==> src/rtl/ball_motion_ctrl.sv <==
// Pong ball physics: serve timing, per-frame motion with border/paddle bounces and scoring.
// Advances once per frame on a tick taken from the VGA scan position.
module ball_motion_ctrl #(
   parameter int BALL_SIZE    = 5,
   parameter int SPEED_X      = 2,
   parameter int SPEED_Y      = 1,
   parameter int TOP_LIMIT    = 2,
   parameter int BOTTOM_LIMIT = 478,
   parameter int LEFT_LIMIT   = 2,
   parameter int RIGHT_LIMIT  = 636,
   parameter int P1_X         = 20,
   parameter int P2_X         = 610,
   parameter int PADDLE_W     = 10,
   parameter int PADDLE_H     = 120,
   parameter int CENTER_X     = 318,
   parameter int CENTER_Y     = 238,
   parameter int SERVE_FRAMES = 60,
   parameter int WIN_SCORE    = 9,
   parameter int TICK_LINE    = 480
) (
   input  logic       pixel_clk,
   input  logic       reset_n,
   input  logic [9:0] X_pix,
   input  logic [9:0] Y_pix,
   input  logic [9:0] p1_paddle_y,
   input  logic [9:0] p2_paddle_y,
   input  logic       serve_req,
   output logic [9:0] ball_x,
   output logic [9:0] ball_y,
   output logic [3:0] score_p1,
   output logic [3:0] score_p2,
   output logic       point_p1,
   output logic       point_p2,
   output logic       paddle_hit,
   output logic       game_over
);

   localparam int CNT_W = $clog2(SERVE_FRAMES + 1);

   localparam logic [10:0] BALL_W    = 11'(BALL_SIZE);
   localparam logic [10:0] SPX       = 11'(SPEED_X);
   localparam logic [10:0] SPY       = 11'(SPEED_Y);
   localparam logic [10:0] TOP_W     = 11'(TOP_LIMIT);
   localparam logic [10:0] BOTTOM_W  = 11'(BOTTOM_LIMIT);
   localparam logic [10:0] LEFT_W    = 11'(LEFT_LIMIT);
   localparam logic [10:0] RIGHT_W   = 11'(RIGHT_LIMIT);
   localparam logic [10:0] P1_FACE   = 11'(P1_X + PADDLE_W);
   localparam logic [10:0] P2_FACE   = 11'(P2_X);
   localparam logic [10:0] PAD_H     = 11'(PADDLE_H);
   localparam logic [9:0]  CX        = 10'(CENTER_X);
   localparam logic [9:0]  CY        = 10'(CENTER_Y);
   localparam logic [9:0]  TICK_Y    = 10'(TICK_LINE);
   localparam logic [3:0]  WIN       = 4'(WIN_SCORE);
   localparam logic [CNT_W-1:0] SERVE_LAST = CNT_W'(SERVE_FRAMES - 1);

   typedef enum logic [2:0] {IDLE, SERVE_WAIT, MOVE, SCORED, GAME_OVER} state_t;

   state_t           state, state_next;
   logic             tick_cond, tick_cond_q, tick;
   logic [CNT_W-1:0] serve_cnt, serve_cnt_next;
   logic             dir_right, dir_down, p1_scored;
   logic             dir_right_next, dir_down_next, p1_scored_next;
   logic [9:0]       ball_x_next, ball_y_next;
   logic [3:0]       score_p1_next, score_p2_next;
   logic             point_p1_next, point_p2_next, paddle_hit_next, game_over_next;
   logic [10:0]      x_w, y_w, p1_w, p2_w;
   logic [9:0]       x_step, y_step;
   logic             down_step, right_step, overlap1, overlap2;
   logic             bounce_hit, goal_p1, goal_p2, win_now;

   assign x_w       = {1'b0, ball_x};
   assign y_w       = {1'b0, ball_y};
   assign p1_w      = {1'b0, p1_paddle_y};
   assign p2_w      = {1'b0, p2_paddle_y};
   assign tick_cond = (X_pix == 10'd0) && (Y_pix == TICK_Y);
   assign win_now   = p1_scored ? (score_p1 == WIN - 4'd1) : (score_p2 == WIN - 4'd1);

   // Frame tick: one cycle on the rising edge of the scan-position match
   always_ff @(posedge pixel_clk or negedge reset_n) begin
      if (!reset_n) begin
         tick_cond_q <= 1'b0;
         tick        <= 1'b0;
      end else begin
         tick_cond_q <= tick_cond;
         tick        <= tick_cond & ~tick_cond_q;
      end
   end

   // Candidate motion for this frame, always computed from the pre-tick position
   always_comb begin
      y_step    = ball_y;
      down_step = dir_down;
      if (dir_down) begin
         if (y_w + BALL_W + SPY > BOTTOM_W) begin
            y_step    = 10'(BOTTOM_W - BALL_W);
            down_step = 1'b0;
         end else begin
            y_step = 10'(y_w + SPY);
         end
      end else begin
         if (y_w < TOP_W + SPY) begin
            y_step    = 10'(TOP_W);
            down_step = 1'b1;
         end else begin
            y_step = 10'(y_w - SPY);
         end
      end

      overlap1 = (y_w + BALL_W > p1_w) && (y_w < p1_w + PAD_H);
      overlap2 = (y_w + BALL_W > p2_w) && (y_w < p2_w + PAD_H);

      x_step     = ball_x;
      right_step = dir_right;
      bounce_hit = 1'b0;
      goal_p1    = 1'b0;
      goal_p2    = 1'b0;
      // Paddle checks come first so a save always beats a goal
      if (!dir_right) begin
         if (x_w >= P1_FACE && x_w < P1_FACE + SPX && overlap1) begin
            x_step     = 10'(P1_FACE);
            right_step = 1'b1;
            bounce_hit = 1'b1;
         end else if (x_w < LEFT_W + SPX) begin
            goal_p2 = 1'b1;
         end else begin
            x_step = 10'(x_w - SPX);
         end
      end else begin
         if (x_w + BALL_W <= P2_FACE && x_w + BALL_W + SPX > P2_FACE && overlap2) begin
            x_step     = 10'(P2_FACE - BALL_W);
            right_step = 1'b0;
            bounce_hit = 1'b1;
         end else if (x_w + BALL_W + SPX > RIGHT_W) begin
            goal_p1 = 1'b1;
         end else begin
            x_step = 10'(x_w + SPX);
         end
      end
   end

   always_ff @(posedge pixel_clk or negedge reset_n) begin
      if (!reset_n) state <= IDLE;
      else          state <= state_next;
   end

   always_comb begin
      state_next = state;
      case (state)
         IDLE:       if (serve_req) state_next = SERVE_WAIT;
         SERVE_WAIT: if (tick && serve_cnt == SERVE_LAST) state_next = MOVE;
         MOVE:       if (tick && (goal_p1 || goal_p2)) state_next = SCORED;
         SCORED:     state_next = win_now ? GAME_OVER : SERVE_WAIT;
         GAME_OVER:  if (serve_req) state_next = SERVE_WAIT;
         default:    state_next = IDLE;
      endcase
   end

   // Next values for every registered output and the ball's hidden state
   always_comb begin
      ball_x_next     = ball_x;
      ball_y_next     = ball_y;
      dir_right_next  = dir_right;
      dir_down_next   = dir_down;
      p1_scored_next  = p1_scored;
      score_p1_next   = score_p1;
      score_p2_next   = score_p2;
      serve_cnt_next  = '0;
      point_p1_next   = 1'b0;
      point_p2_next   = 1'b0;
      paddle_hit_next = 1'b0;
      game_over_next  = (state_next == GAME_OVER);
      case (state)
         IDLE: begin
            ball_x_next = CX;
            ball_y_next = CY;
         end
         SERVE_WAIT: begin
            serve_cnt_next = tick ? serve_cnt + 1'b1 : serve_cnt;
         end
         MOVE: begin
            if (tick) begin
               if (goal_p1 || goal_p2) begin
                  p1_scored_next = goal_p1;
               end else begin
                  ball_x_next     = x_step;
                  ball_y_next     = y_step;
                  dir_right_next  = right_step;
                  dir_down_next   = down_step;
                  paddle_hit_next = bounce_hit;
               end
            end
         end
         SCORED: begin
            ball_x_next    = CX;
            ball_y_next    = CY;
            dir_right_next = p1_scored;
            dir_down_next  = ~dir_down;
            if (p1_scored) begin
               score_p1_next = score_p1 + 4'd1;
               point_p1_next = 1'b1;
            end else begin
               score_p2_next = score_p2 + 4'd1;
               point_p2_next = 1'b1;
            end
         end
         GAME_OVER: begin
            ball_x_next = CX;
            ball_y_next = CY;
            if (serve_req) begin
               score_p1_next = 4'd0;
               score_p2_next = 4'd0;
            end
         end
         default: begin
            ball_x_next = CX;
            ball_y_next = CY;
         end
      endcase
   end

   always_ff @(posedge pixel_clk or negedge reset_n) begin
      if (!reset_n) begin
         ball_x     <= CX;
         ball_y     <= CY;
         dir_right  <= 1'b1;
         dir_down   <= 1'b1;
         p1_scored  <= 1'b0;
         score_p1   <= 4'd0;
         score_p2   <= 4'd0;
         serve_cnt  <= '0;
         point_p1   <= 1'b0;
         point_p2   <= 1'b0;
         paddle_hit <= 1'b0;
         game_over  <= 1'b0;
      end else begin
         ball_x     <= ball_x_next;
         ball_y     <= ball_y_next;
         dir_right  <= dir_right_next;
         dir_down   <= dir_down_next;
         p1_scored  <= p1_scored_next;
         score_p1   <= score_p1_next;
         score_p2   <= score_p2_next;
         serve_cnt  <= serve_cnt_next;
         point_p1   <= point_p1_next;
         point_p2   <= point_p2_next;
         paddle_hit <= paddle_hit_next;
         game_over  <= game_over_next;
      end
   end

endmodule

==> config.mk <==
export PLATFORM = sky130hd
export DESIGN_NAME = ball_motion_ctrl
export DESIGN_NICKNAME = d
export VERILOG_FILES = /design/src/rtl/ball_motion_ctrl.sv
export SDC_FILE = /design/constraint.sdc
export NUM_CORES = 1
export LEC_CHECK = 0
export CAP_MARGIN = 20
export CELL_PAD_IN_SITES_DETAIL_PLACEMENT = 2
export CELL_PAD_IN_SITES_GLOBAL_PLACEMENT = 2
export CORE_UTILIZATION = 33
export DETAILED_ROUTE_END_ITERATION = 10
export GPL_TIMING_DRIVEN = 1
export PLACE_DENSITY_LB_ADDON = 0.1
export SYNTH_ARGS = -nofsm -noshare
export SYNTH_HDL_FRONTEND = slang
export SYNTH_SLANG_ARGS = --single-unit
==> constraint.sdc <==
create_clock -name pixel_clk -period 4.3 [get_ports pixel_clk]
set_clock_uncertainty 0.05 [all_clocks]
set_input_delay 0.86 -clock pixel_clk [delete_from_list [all_inputs] [get_ports pixel_clk]]
set_output_delay 0.86 -clock pixel_clk [all_outputs]
set_load 0.05 [all_outputs]
# ---- Yosys cells after proc, flatten, opt, wreduce, memory -nomap -nowiden
# Index checks and enable logic that the tools add are counted.
dict set report classes {
  bitwise 4
  n_reduce_logical 21
  magnitude_cmp 12
  muxes 54
  add_sub_neg 13
  eq_ne 17
}
# operator count
set ops {}
lappend ops {{10-bit two-way mux} 12}
lappend ops {{10-bit one-hot mux with 2 select lines} 2}
lappend ops {{1-bit two-way mux} 26}
lappend ops {{10-bit by 3-bit adder with 11-bit output, second input constant} 2}
lappend ops {{10-bit by 7-bit adder with 11-bit output, second input constant} 2}
lappend ops {{11-bit by 10-bit > comparator with 1-bit output} 2}
lappend ops {{11-bit by 10-bit > comparator with 1-bit output, second input constant} 2}
lappend ops {{10-bit by 11-bit < comparator with 1-bit output} 2}
lappend ops {{4-bit one-hot mux with 2 select lines} 2}
lappend ops {{3-bit AND reduction} 5}
lappend ops {{3-bit two-way mux} 4}
lappend ops {{4-bit two-way mux} 3}
lappend ops {{6-bit two-way mux} 2}
lappend ops {{2-bit != test, second input constant} 6}
lappend ops {{3-bit one-hot mux with 4 select lines} 1}
lappend ops {{11-bit by 1-bit adder with 11-bit output, second input constant} 1}
lappend ops {{11-bit by 2-bit adder with 11-bit output, second input constant} 1}
lappend ops {{11-bit by 9-bit > comparator with 1-bit output, second input constant} 1}
lappend ops {{11-bit by 10-bit less-or-equal comparator with 1-bit output, second input constant} 1}
lappend ops {{10-bit by 1-bit adder with 10-bit output, second input constant} 1}
lappend ops {{10-bit by 2-bit adder with 10-bit output, second input constant} 1}
lappend ops {{10-bit by 9-bit == test with 1-bit output, second input constant} 1}
lappend ops {{10-bit by 5-bit >= comparator with 1-bit output, second input constant} 1}
lappend ops {{10-bit logical NOT} 1}
lappend ops {{22 further kinds} 39}
dict set report word_totals {
  inputBits 43
  wordCells 136
  regBits 46
  output_inout_bits 32
}

# ---- Logic depth before layout (Yosys ltp)
# Gate-level depths: netlist of the first run.
dict set report depth {
  ltp_word 12
  depth_mapped 19
  mapped_depth_nobuf 17
}

# ---- Worst setup path after synthesis of the first run
# OpenSTA, ideal clock, no wires.
dict set report synth_timing {
  path_type {register to register}
  from {register ball_y[2]}
  to {register ball_x[3]}
  synth_period_minus_slack_ns 4.159
  setup_time_ns 0.083
  required_time_ns 4.167
  path_slack_ns 0.141
  path_stages_with_launch 17
  path_buffers 1
  arrival_ns 4.026
  cell_sequence {dfstp_2 -> clkbuf_1 -> inv_1 -> ha_1 -> a21oi_1 -> nor3_1 -> xnor2_1 -> ha_1 -> nand3_1 -> nor2_1 -> or3_1 -> o31ai_1 -> a211oi_1 -> or2_2 -> o22ai_1 -> nor2_1 -> o32a_1}
}
dict set report synth_via {
  elab_chain_len 9
  word_cells_on_any_way 24
  cone_classes {add/sub: 1; order compare: 4; eq/ne: 3; mux: 10; reduce/logical: 6}
}
# element line_no
set synth_lines {}
lappend synth_lines {{from (decl)} 29} ;# output logic [9:0] ball_y,
lappend synth_lines {{from (signal assigned)} 237} ;# ball_y <= ball_y_next;
lappend synth_lines {{10-bit by 3-bit adder with 11-bit output} {109, 110}}
lappend synth_lines {{11-bit by 10-bit > comparator with 1-bit output, on equally long branches} {109, 110}}
lappend synth_lines {{1-bit logical AND, on equally long branches} {109, 110}}
lappend synth_lines {{1-bit logical AND, on equally long branches} {119, 129}}
lappend synth_lines {{10-bit two-way mux (tied with other cells)} 119} ;# if (x_w >= P1_FACE && x_w < P1_FACE + SPX && overlap1) begin
lappend synth_lines {{10-bit two-way mux or 1-bit two-way mux (tied branches)} 118} ;# if (!dir_right) begin
lappend synth_lines {{10-bit two-way mux or 1-bit logical OR (tied branches)} 182} ;# if (goal_p1 || goal_p2) begin
lappend synth_lines {{10-bit two-way mux or 2-bit != test (tied branches)} --}
lappend synth_lines {{10-bit one-hot mux with 2 select lines or 5-bit AND reduction (tied branches)} --}
lappend synth_lines {{to (signal assigned)} 236} ;# ball_x <= ball_x_next;
lappend synth_lines {{to (decl)} 28} ;# output logic [9:0] ball_x,
# Parallel ways exist; a longest one is shown, timed or not. The select of a mux whose other input is x is not followed.
# A chain may end at the register's enable or synchronous reset.

# ---- Final worst setup path of the first run
dict set report layout_timing {
  from {register ball_y[1]}
  to {register ball_y[3]}
}
dict set report layout_via {
  elab_chain_len 9
  word_cells_on_any_way 27
  cone_classes {add/sub: 4; order compare: 6; eq/ne: 1; mux: 10; reduce/logical: 6}
}
# element
set layout_lines {}
lappend layout_lines {{parallel branches: the longest is 9 deep, another holds 10-bit by 3-bit adder with 11-bit output}}
# Parallel ways; which one is timed is not known. The select of a mux whose other input is x is not followed.

==> run summary, run 1 <==
### Placement
• **worst-case setup slack after placement** -0.008948 ns
• **input/output buffers** 74
• **Detailed Place HPWL** 15,400 um
• **RePlAce Congestion** 0.8840

### STA
• **max-slew violation count** 0
• **final-layout setup total negative slack** 0 ns
• **f_max** 0.2462 GHz
• **RSZ-0062 raised after global routing** false
• **setup violation total in the final timing report** 0
• **slew of the pin with the lowest slew margin** 0.5780 ns
• **relative max-transition margin** 0.6047
• **Min Clock Period, post-route** 4.062 ns
• **smallest setup slack after layout** 0.2377 ns
• **final hold vios** 0
• **part of the cycle the worst path needs** 0.9447

### Route
• **length of the first detailed-routing pass in iterations** 4
• **number of remaining DRC errors** 0
• **antenna viol nets, final** 0
• **Detailed Route Iter0 Violations** 209
• **average wire per standard cell** 20.25 um
• **vias per cell** 5.690
• **via count** 5,445
• **Total Wirelength** 19,380 um

### Logic synthesis
• **synth unique cells** 80
• **Post-synth EDFFs** 0
• **Async S/R FF share, synth** 1.000
• **leading post-synthesis cells by cell area** sky130_fd_sc_hd__dfrtp_1 15%, sky130_fd_sc_hd__ha_1 15%, sky130_fd_sc_hd__dfstp_2 7.0%, sky130_fd_sc_hd__xnor2_1 4.8%, sky130_fd_sc_hd__nand2_1 4.6%
• **Synthesized Nets** 767
• **biggest area consumer among synthesized cells** sky130_fd_sc_hd__dfrtp_1
• **Gate Count Post-Synth** 662
• **number of flip-flops and latches in the synthesized netlist** 46
• **synthesized area per cell** 7.927 um2
• **YS warnings** 0
• **combined area of all synthesized cells** 5248 um2
• **most instantiated library cell after synthesis** sky130_fd_sc_hd__nand2_1
• **sequential cell area fraction in the yosys report** 0.2227
• **Synth top cells by count** 65 x sky130_fd_sc_hd__nand2_1, 62 x sky130_fd_sc_hd__ha_1, 55 x sky130_fd_sc_hd__nor2_1, 45 x sky130_fd_sc_hd__a21oi_1, 40 x sky130_fd_sc_hd__inv_1
• **Yosys top cell area share** 0.1526
• **most instantiated flip-flop cell in the synthesis netlist** sky130_fd_sc_hd__dfrtp_1

### Floorplanning
• **I/O pin total** 75
• **cell row count** 45
• **height of the chip** 128.1 um
• **standard cell core area** 15,370 um2
• **die area** 16,410 um2
• **width of the die** 128.1 um
• **Initial Utilization** 0.3414

### Global routing
• **number of global-route vias before repair** 6,083
• **GRT Overall Usage** 0.2432
• **remaining global-route overflow** 0
• **initial antenna violation count** 1
• **wire length of the first global-routing pass** 31,740 um
• **largest net degree at the start of global routing** 47

### Worst setup path
• **crit path max fanout** 18
• **critical path data arrival time** 4.23 ns
• **Critical Path, Cell by Cell** ha_2 -> or2_2 -> nand2_1 -> xnor2_1 -> ha_1 -> a21oi_1 -> o21ai_0 -> a311o_1 -> a21oi_1 -> a211oi_1 -> buf_4 -> o32a_1 -> and2_4 -> o211a_1 -> buf_12 -> o221a_1
• **dominant cell type by count on the critical path** sky130_fd_sc_hd__a21oi_1
• **Max stage delay cell, worst path** sky130_fd_sc_hd__dfstp_2
• **data required time at the worst endpoint** 4.46 ns
• **number of cells on the worst reg-to-reg path** 16
• **crit path launch type** register
• **category of the worst setup path capture point** register
• **Crit. Startpoint** ball_y[1]
• **worst reg2reg path startpoint** ball_y[1]
• **worst setup path category** register to register
• **Worst path max stage delay** 0.61 ns

### Final layout
• **area added between synthesis and finish** 24.61%
• **layout cell share with drive strength beyond 1** 0.1101
• **Filler cells** 1,749
• **final design utilization** 0.4254
• **Final Net Count** 849

### Power and ir drop
• **maximum VDD drop** 0.1696 mV
• **cell-internal power** 0.9878 mW
• **share of power burned in combinational logic** 0.467
• **power density of the placed cells** 253.6 nW/um2
• **share of total power consumed by net switching** 0.4043
• **share of power burned in the clock network** 0.231
• **leakage dissipation** 2.682 nW
• **part of the power in registers** 0.303
• **switching power** 0.6703 mW

### Clock tree
• **clock root buffer master** sky130_fd_sc_hd__clkbuf_16
• **clock slew seen by the registers of the worst setup and hold paths** 0.07 ns
• **Clock H-tree levels** 2
• **clock sinks** 46
• **CTS tree** yes
• **cts bufs inserted** 5
• **later-pin clock latency in the skew report** 0.29 ns
• **deepest clock path buffer count** 2

### Outcome
• **run status** completed

### Flow run
• **max-cap violations** 0

### Worst hold path
• **Min-Delay Path Class** input port to asynchronous set/reset pin

-- repair_timing --
item	CTS	global route
resized for setup	0	5
endpoints found under the setup margin	0	20
endpoints found under the hold margin	0	0
hold buffers	0	0
setup buffers	0	4
-- power by group through the flow --
stage	Combinational [mW]	Clock [mW]	Sequential, mW
CTS	0.767	0.397	0.502
finish	0.774	0.383	0.502
global placement	0.733	0	0.506
global route	0.847	0.408	0.505
detailed placement	0.761	0	0.509
floorplan	0.469	0	0.537
-- routing by layer --
| layer | global-route usage | vias to the layer above | wire, um |
|---|---|---|---|
| met5 | 0 | - | 0 |
| met4 | 0.04498 | 0 | 198 |
| met3 | 0.02337 | 21 | 374 |
| met2 | 0.4508 | 81 | 9979 |
| met1 | 0.3056 | 2732 | 8831 |
| li1 | - | 2611 | - |
-- critical path: cells and delay by family (launching register included) --
kind,cells,cell delay [ns]
adders and majority gates,2,0.62
AOI/OAI and AO/OA,8,1.58
DFF,1,0.61
and+or+nand+nor,3,0.45
buffers and inverters,2,0.33
xor gates and xnor gates,1,0.34
-- through the flow --
stage                     area, um2  hold WS (ns)  std cells  power (mW)
after floorplan                5248        0.3334        662       1.007
after global routing           6536        0.3465        956       1.760
after CTS                      6460        0.3844        951       1.666
after global placement         6321        0.3456        943       1.240
final                          6539        0.3483        957       1.658
after detailed placement       6321        0.3577        943       1.271
-- registers in the layout, summed over array words and instances, names as in the netlist --
name,cells
point_p2,1
point_p1,1
p1_scored,1
dir_right,1
ball_x,10
state,3
game_over,1
serve_cnt,6
tick,1
paddle_hit,1
tick_cond_q,1
ball_y,10
dir_down,1
score_p2,4
score_p1,4
-- cells in the final DEF (no fill, tap or decap), types with 4 or more instances in the layout --
cell type,count
sky130_fd_sc_hd__clkdlybuf4s50_1,73
sky130_fd_sc_hd__nand2_1,65
sky130_fd_sc_hd__ha_1,61
sky130_fd_sc_hd__nor2_1,55
sky130_fd_sc_hd__a21oi_1,45
sky130_fd_sc_hd__inv_1,40
sky130_fd_sc_hd__dfrtp_1,32
sky130_fd_sc_hd__buf_4,32
sky130_fd_sc_hd__xnor2_1,29
sky130_fd_sc_hd__nor3_1,24
sky130_fd_sc_hd__nand3_1,21
sky130_fd_sc_hd__o21ai_0,21
sky130_fd_sc_hd__xor2_1,14
sky130_fd_sc_hd__nand4_1,14
sky130_fd_sc_hd__dfstp_2,14
sky130_fd_sc_hd__o211ai_1,13
sky130_fd_sc_hd__o21a_1,10
sky130_fd_sc_hd__nor4_1,9
sky130_fd_sc_hd__or3_1,9
sky130_fd_sc_hd__nand3b_1,8
sky130_fd_sc_hd__a31oi_1,7
sky130_fd_sc_hd__o22ai_1,7
sky130_fd_sc_hd__and4_1,6
sky130_fd_sc_hd__and2_1,6
sky130_fd_sc_hd__and3_1,6
sky130_fd_sc_hd__a211oi_1,6
sky130_fd_sc_hd__o21ai_1,6
sky130_fd_sc_hd__nand2b_1,5
sky130_fd_sc_hd__a211o_1,5
sky130_fd_sc_hd__o31ai_1,5
sky130_fd_sc_hd__a22o_1,5
sky130_fd_sc_hd__clkbuf_16,5
sky130_fd_sc_hd__or2_2,4
-- kinds of logic after synthesis --
| group | after synthesis | synth area share |
|---|---|---|
| DFF | 46 | 0.2227 |
| AOI/OAI and AO/OA | 179 | 0.2423 |
| and+or+nand+nor | 250 | 0.2403 |
| buffers and inverters | 74 | 0.05913 |
| adders and majority gates | 63 | 0.1497 |
| muxes | 6 | 0.01240 |
| xor gates and xnor gates | 44 | 0.07344 |
-- cell type report --
class / instances / area [um2] / area share
Inverter: 41 / 153.9 / 0.02354
Antenna cell: 1 / 2.502 / 0.0003827
Multi-Input combinational cell: 542 / 3795 / 0.5804
Clock buffer: 6 / 128.9 / 0.01971
Clock inverter: 2 / 10.01 / 0.001531
Timing Repair Buffer: 108 / 1016 / 0.1554
Tap cell: 211 / 264.0 / 0.04038
Sequential cell: 46 / 1169 / 0.1787
-- worst paths after layout --
| check | end | slack (ns) |
|---|---|---|
| worst min-delay path | paddle_hit | 0.35 |
| max in group asynchronous | ball_y[3] | 3.32 |
| worst min register to register | tick | 0.38 |
| worst max-delay path | ball_y[3] | 0.24 |
| min in group pixel_clk | tick | 0.38 |
| worst max register to register | ball_y[3] | 0.24 |
Power figures use the tool's default switching activity.
==> inputs of run 2 (changes only) <==
--- a/config.mk
+++ b/config.mk
@@ -8,6 +8,7 @@
 export CAP_MARGIN = 20
 export CELL_PAD_IN_SITES_DETAIL_PLACEMENT = 2
 export CELL_PAD_IN_SITES_GLOBAL_PLACEMENT = 2
+export CORE_MARGIN = 1.5
 export CORE_UTILIZATION = 33
 export DETAILED_ROUTE_END_ITERATION = 10
 export GPL_TIMING_DRIVEN = 1
==> run summary, run 2 (synthesized netlist as in run 1, its figures left out) <==
### Final layout
• **Layout Cell Area excl Fill** 6520 um2, -0.29%
• **layout cell share with drive strength beyond 1** 0.1065, -0.003598
• **leading cell type in the layout, fill and taps excluded** sky130_fd_sc_hd__clkdlybuf4s50_1
• **Final Net Count** 846, -0.35%
• **Top Registers** ball_x: 10 flops, ball_y: 10 flops, serve_cnt: 6 flops
• **area added between synthesis and finish** 24.25%
• **top library cells by usage in the layout, fill and taps aside** 73 x sky130_fd_sc_hd__clkdlybuf4s50_1, 65 x sky130_fd_sc_hd__nand2_1, 62 x sky130_fd_sc_hd__ha_1
• **final design utilization** 0.4242, -0.001221
• **Filler cells** 1,753, +0.23%
• **Antenna Diode Count** 0, -1

### Route
• **via count** 5,445, unchanged
• **average wire per standard cell** 20.07 um, -0.90%
• **vias per cell** 5.714, +0.42%
• **Detailed Route Iter0 Violations** 261, +25%
• **length of the first detailed-routing pass in iterations** 4, unchanged
• **number of remaining DRC errors** 0, unchanged
• **Total Wirelength** 19,130 um, -1.3%
• **antenna viol nets, final** 0, unchanged

### Placement
• **Detailed Place HPWL** 15,370 um, -0.18%
• **placed standard-cell area** 6314 um2, -0.12%
• **RePlAce Congestion** 0.8368, -5.3%
• **worst-case setup slack after placement** -0.05927 ns, -0.05032 ns
• **input/output buffers** 74, unchanged

### Clock tree
• **CTS tree** yes
• **deepest clock path buffer count** 2, unchanged
• **later-pin clock latency in the skew report** 0.30 ns, about the same
• **Clock H-tree levels** 2, unchanged
• **cts bufs inserted** 5, unchanged
• **clock sinks** 46, unchanged
• **clock root buffer master** sky130_fd_sc_hd__clkbuf_16
• **clock slew seen by the registers of the worst setup and hold paths** 0.07 ns, about the same

### Global routing
• **number of global-route vias before repair** 6,003, -1.3%
• **wire length of the first global-routing pass** 32,020 um, +0.89%
• **routing usage on met3** 0.02477, +0.001401
• **global-route track usage on met1** 0.3141, +0.008542
• **largest net degree at the start of global routing** 47, unchanged
• **global-route track usage on met2** 0.4334, -0.01741
• **routing layer with the top usage in global route** met2
• **remaining global-route overflow** 0, unchanged
• **initial antenna violation count** 0, -1
• **GRT Overall Usage** 0.2385, -0.004730

### Worst setup path
• **Register-to-Register Setup Slack** 0.23 ns, about the same
• **Crit. Startpoint** p2_paddle_y[3]
• **kind of cell adding the most delay to the critical path** compound AO/OA/AOI/OAI gates
• **worst reg2reg path startpoint** ball_y[2]
• **Max stage delay cell, worst path** sky130_fd_sc_hd__clkdlybuf4s50_1
• **crit path max fanout** 9, -9
• **critical path data arrival time** 4.21 ns, -0.02 ns
• **worst setup path category** input port to register
• **destination of the worst register-to-register timing path** ball_x[6]
• **Critical Path, Cell by Cell** clkdlybuf4s50_1 -> inv_1 -> ha_1 -> xnor2_1 -> ha_1 -> nand4_1 -> a21oi_1 -> o2111ai_1 -> a21oi_1 -> a211oi_1 -> buf_4 -> o32a_1 -> and2_4 -> o211ai_1 -> buf_4 -> nand2_1 -> o41ai_1
• **critical path buffer and inverter count** 4, +2
• **data required time at the worst endpoint** 4.44 ns, -0.02 ns
• **path length in cells of the critical path** 17, +1
• **number of cells on the worst reg-to-reg path** 18, +2
• **crit path launch type** input port
• **category of the worst setup path capture point** register
• **Worst path max stage delay** 0.52 ns, -0.09 ns
• **capture point of the worst path** ball_x[6]

### Power and ir drop
• **share of total power consumed by net switching** 0.4095, +0.005267
• **share of power burned in the clock network** 0.238, +0.007
• **power density of the placed cells** 255.6 nW/um2, +0.79%
• **part of the power in registers** 0.302, about the same
• **cell-internal power** 0.9840 mW, -0.39%
• **switching power** 0.6825 mW, +1.8%
• **share of power burned in combinational logic** 0.461, -0.006
• **maximum VDD drop** 0.1604 mV, -5.5%
• **leakage dissipation** 2.671 nW, -0.42%

### STA
• **final hold vios** 0, unchanged
• **f_max** 0.2457 GHz, -0.17%
• **slew of the pin with the lowest slew margin** 0.6050 ns, +0.02700 ns
• **smallest setup slack after layout** 0.2308 ns, -0.006971 ns
• **relative max-transition margin** 0.5951, -0.009525
• **part of the cycle the worst path needs** 0.9463, +0.001621
• **max-slew violation count** 0, unchanged
• **worst hold slack after final layout** 0.3885 ns, +0.04025 ns
• **setup violation total in the final timing report** 0, unchanged
• **RSZ-0062 raised after global routing** false
• **final-layout setup total negative slack** 0 ns, unchanged
• **Min Clock Period, post-route** 4.069 ns, +0.006971 ns

### Floorplanning
• **height of the chip** 129.1 um, +0.78%
• **I/O pin total** 75, unchanged
• **die area** 16,670 um2, +1.6%
• **cell row count** 45, unchanged
• **standard cell core area** 15,370 um2, unchanged
• **Initial Utilization** 0.3414, unchanged
• **width of the die** 129.1 um, +0.78%

### Outcome
• **run status** completed

### Flow run
• **max-cap violations** 0, unchanged

### Worst hold path
• **Min-Delay Path Class** register to register

## run 2: final cells by class
| type | count | area (um2) | area share |
|---|---|---|---|
| multi-input cells | 542 | 3794 | 0.5818 |
| flip-flops and latches | 46 | 1169 | 0.1792 |
| well taps | 211 | 264.0 | 0.04049 |
| inverters | 41 | 153.9 | 0.02360 |
| clock inverters | 3 | 21.27 | 0.003262 |
| repair buffers | 105 | 993.5 | 0.1524 |
| clock buffers | 5 | 125.1 | 0.01919 |
## run 2: timing repair
item,CTS,global route
setup endpoints to repair,0,21
resized for setup,0,5
setup buffers,0,1
hold buffers,0,0
## run 2: per-stage QoR
| step | instances | power [mW] |
|---|---|---|
| finish | 953 | 1.666 |
| detailed placement | 942 | 1.266 |
| global route | 953 | 1.773 |
| CTS | 950 | 1.664 |
| global placement | 942 | 1.231 |
| floorplan | 662 | 1.007 |
## run 2: power groups by stage
stage	clock [mW]	combinational, mW	sequential (mW)
6_report	0.396	0.767	0.503
5_1_grt	0.417	0.848	0.508
4_1_cts	0.399	0.763	0.502
3_5_place_dp	0	0.756	0.510
3_3_place_gp	0	0.725	0.506
2_1_floorplan	0	0.469	0.537
## run 2: worst min-delay path by stage
stage	cells past startpoint	to	start
2_1_floorplan	1	tick	tick_cond_q
3_3_place_gp	1	tick	tick_cond_q
3_5_place_dp	1	tick	tick_cond_q
4_1_cts	1	tick	tick_cond_q
5_1_grt	1	tick	tick_cond_q
6_report	1	tick	tick_cond_q
## run 2: worst reg2reg max path, cell delays in order (launching register included)
cell and delay (ns):
sky130_fd_sc_hd__dfstp_2 0.53, sky130_fd_sc_hd__inv_1 0.08, sky130_fd_sc_hd__ha_1 0.24, sky130_fd_sc_hd__a21oi_4 0.25, sky130_fd_sc_hd__nor2_1 0.10, sky130_fd_sc_hd__xnor2_1 0.31
sky130_fd_sc_hd__ha_1 0.32, sky130_fd_sc_hd__nand2_1 0.07, sky130_fd_sc_hd__o21ai_0 0.10, sky130_fd_sc_hd__a311o_1 0.38, sky130_fd_sc_hd__a21oi_1 0.15, sky130_fd_sc_hd__a211oi_1 0.06
sky130_fd_sc_hd__buf_4 0.16, sky130_fd_sc_hd__o32a_1 0.22, sky130_fd_sc_hd__and2_4 0.18, sky130_fd_sc_hd__o211ai_1 0.34, sky130_fd_sc_hd__buf_4 0.24, sky130_fd_sc_hd__nand2_1 0.08
sky130_fd_sc_hd__o41ai_1 0.10
## run 2: routing by layer
metal  part of all wire  up-vias
li1                   -     2600
met4             0.0050        0
met3              0.024       11
met1               0.46     2749
met2               0.51       85
met5                  0        -
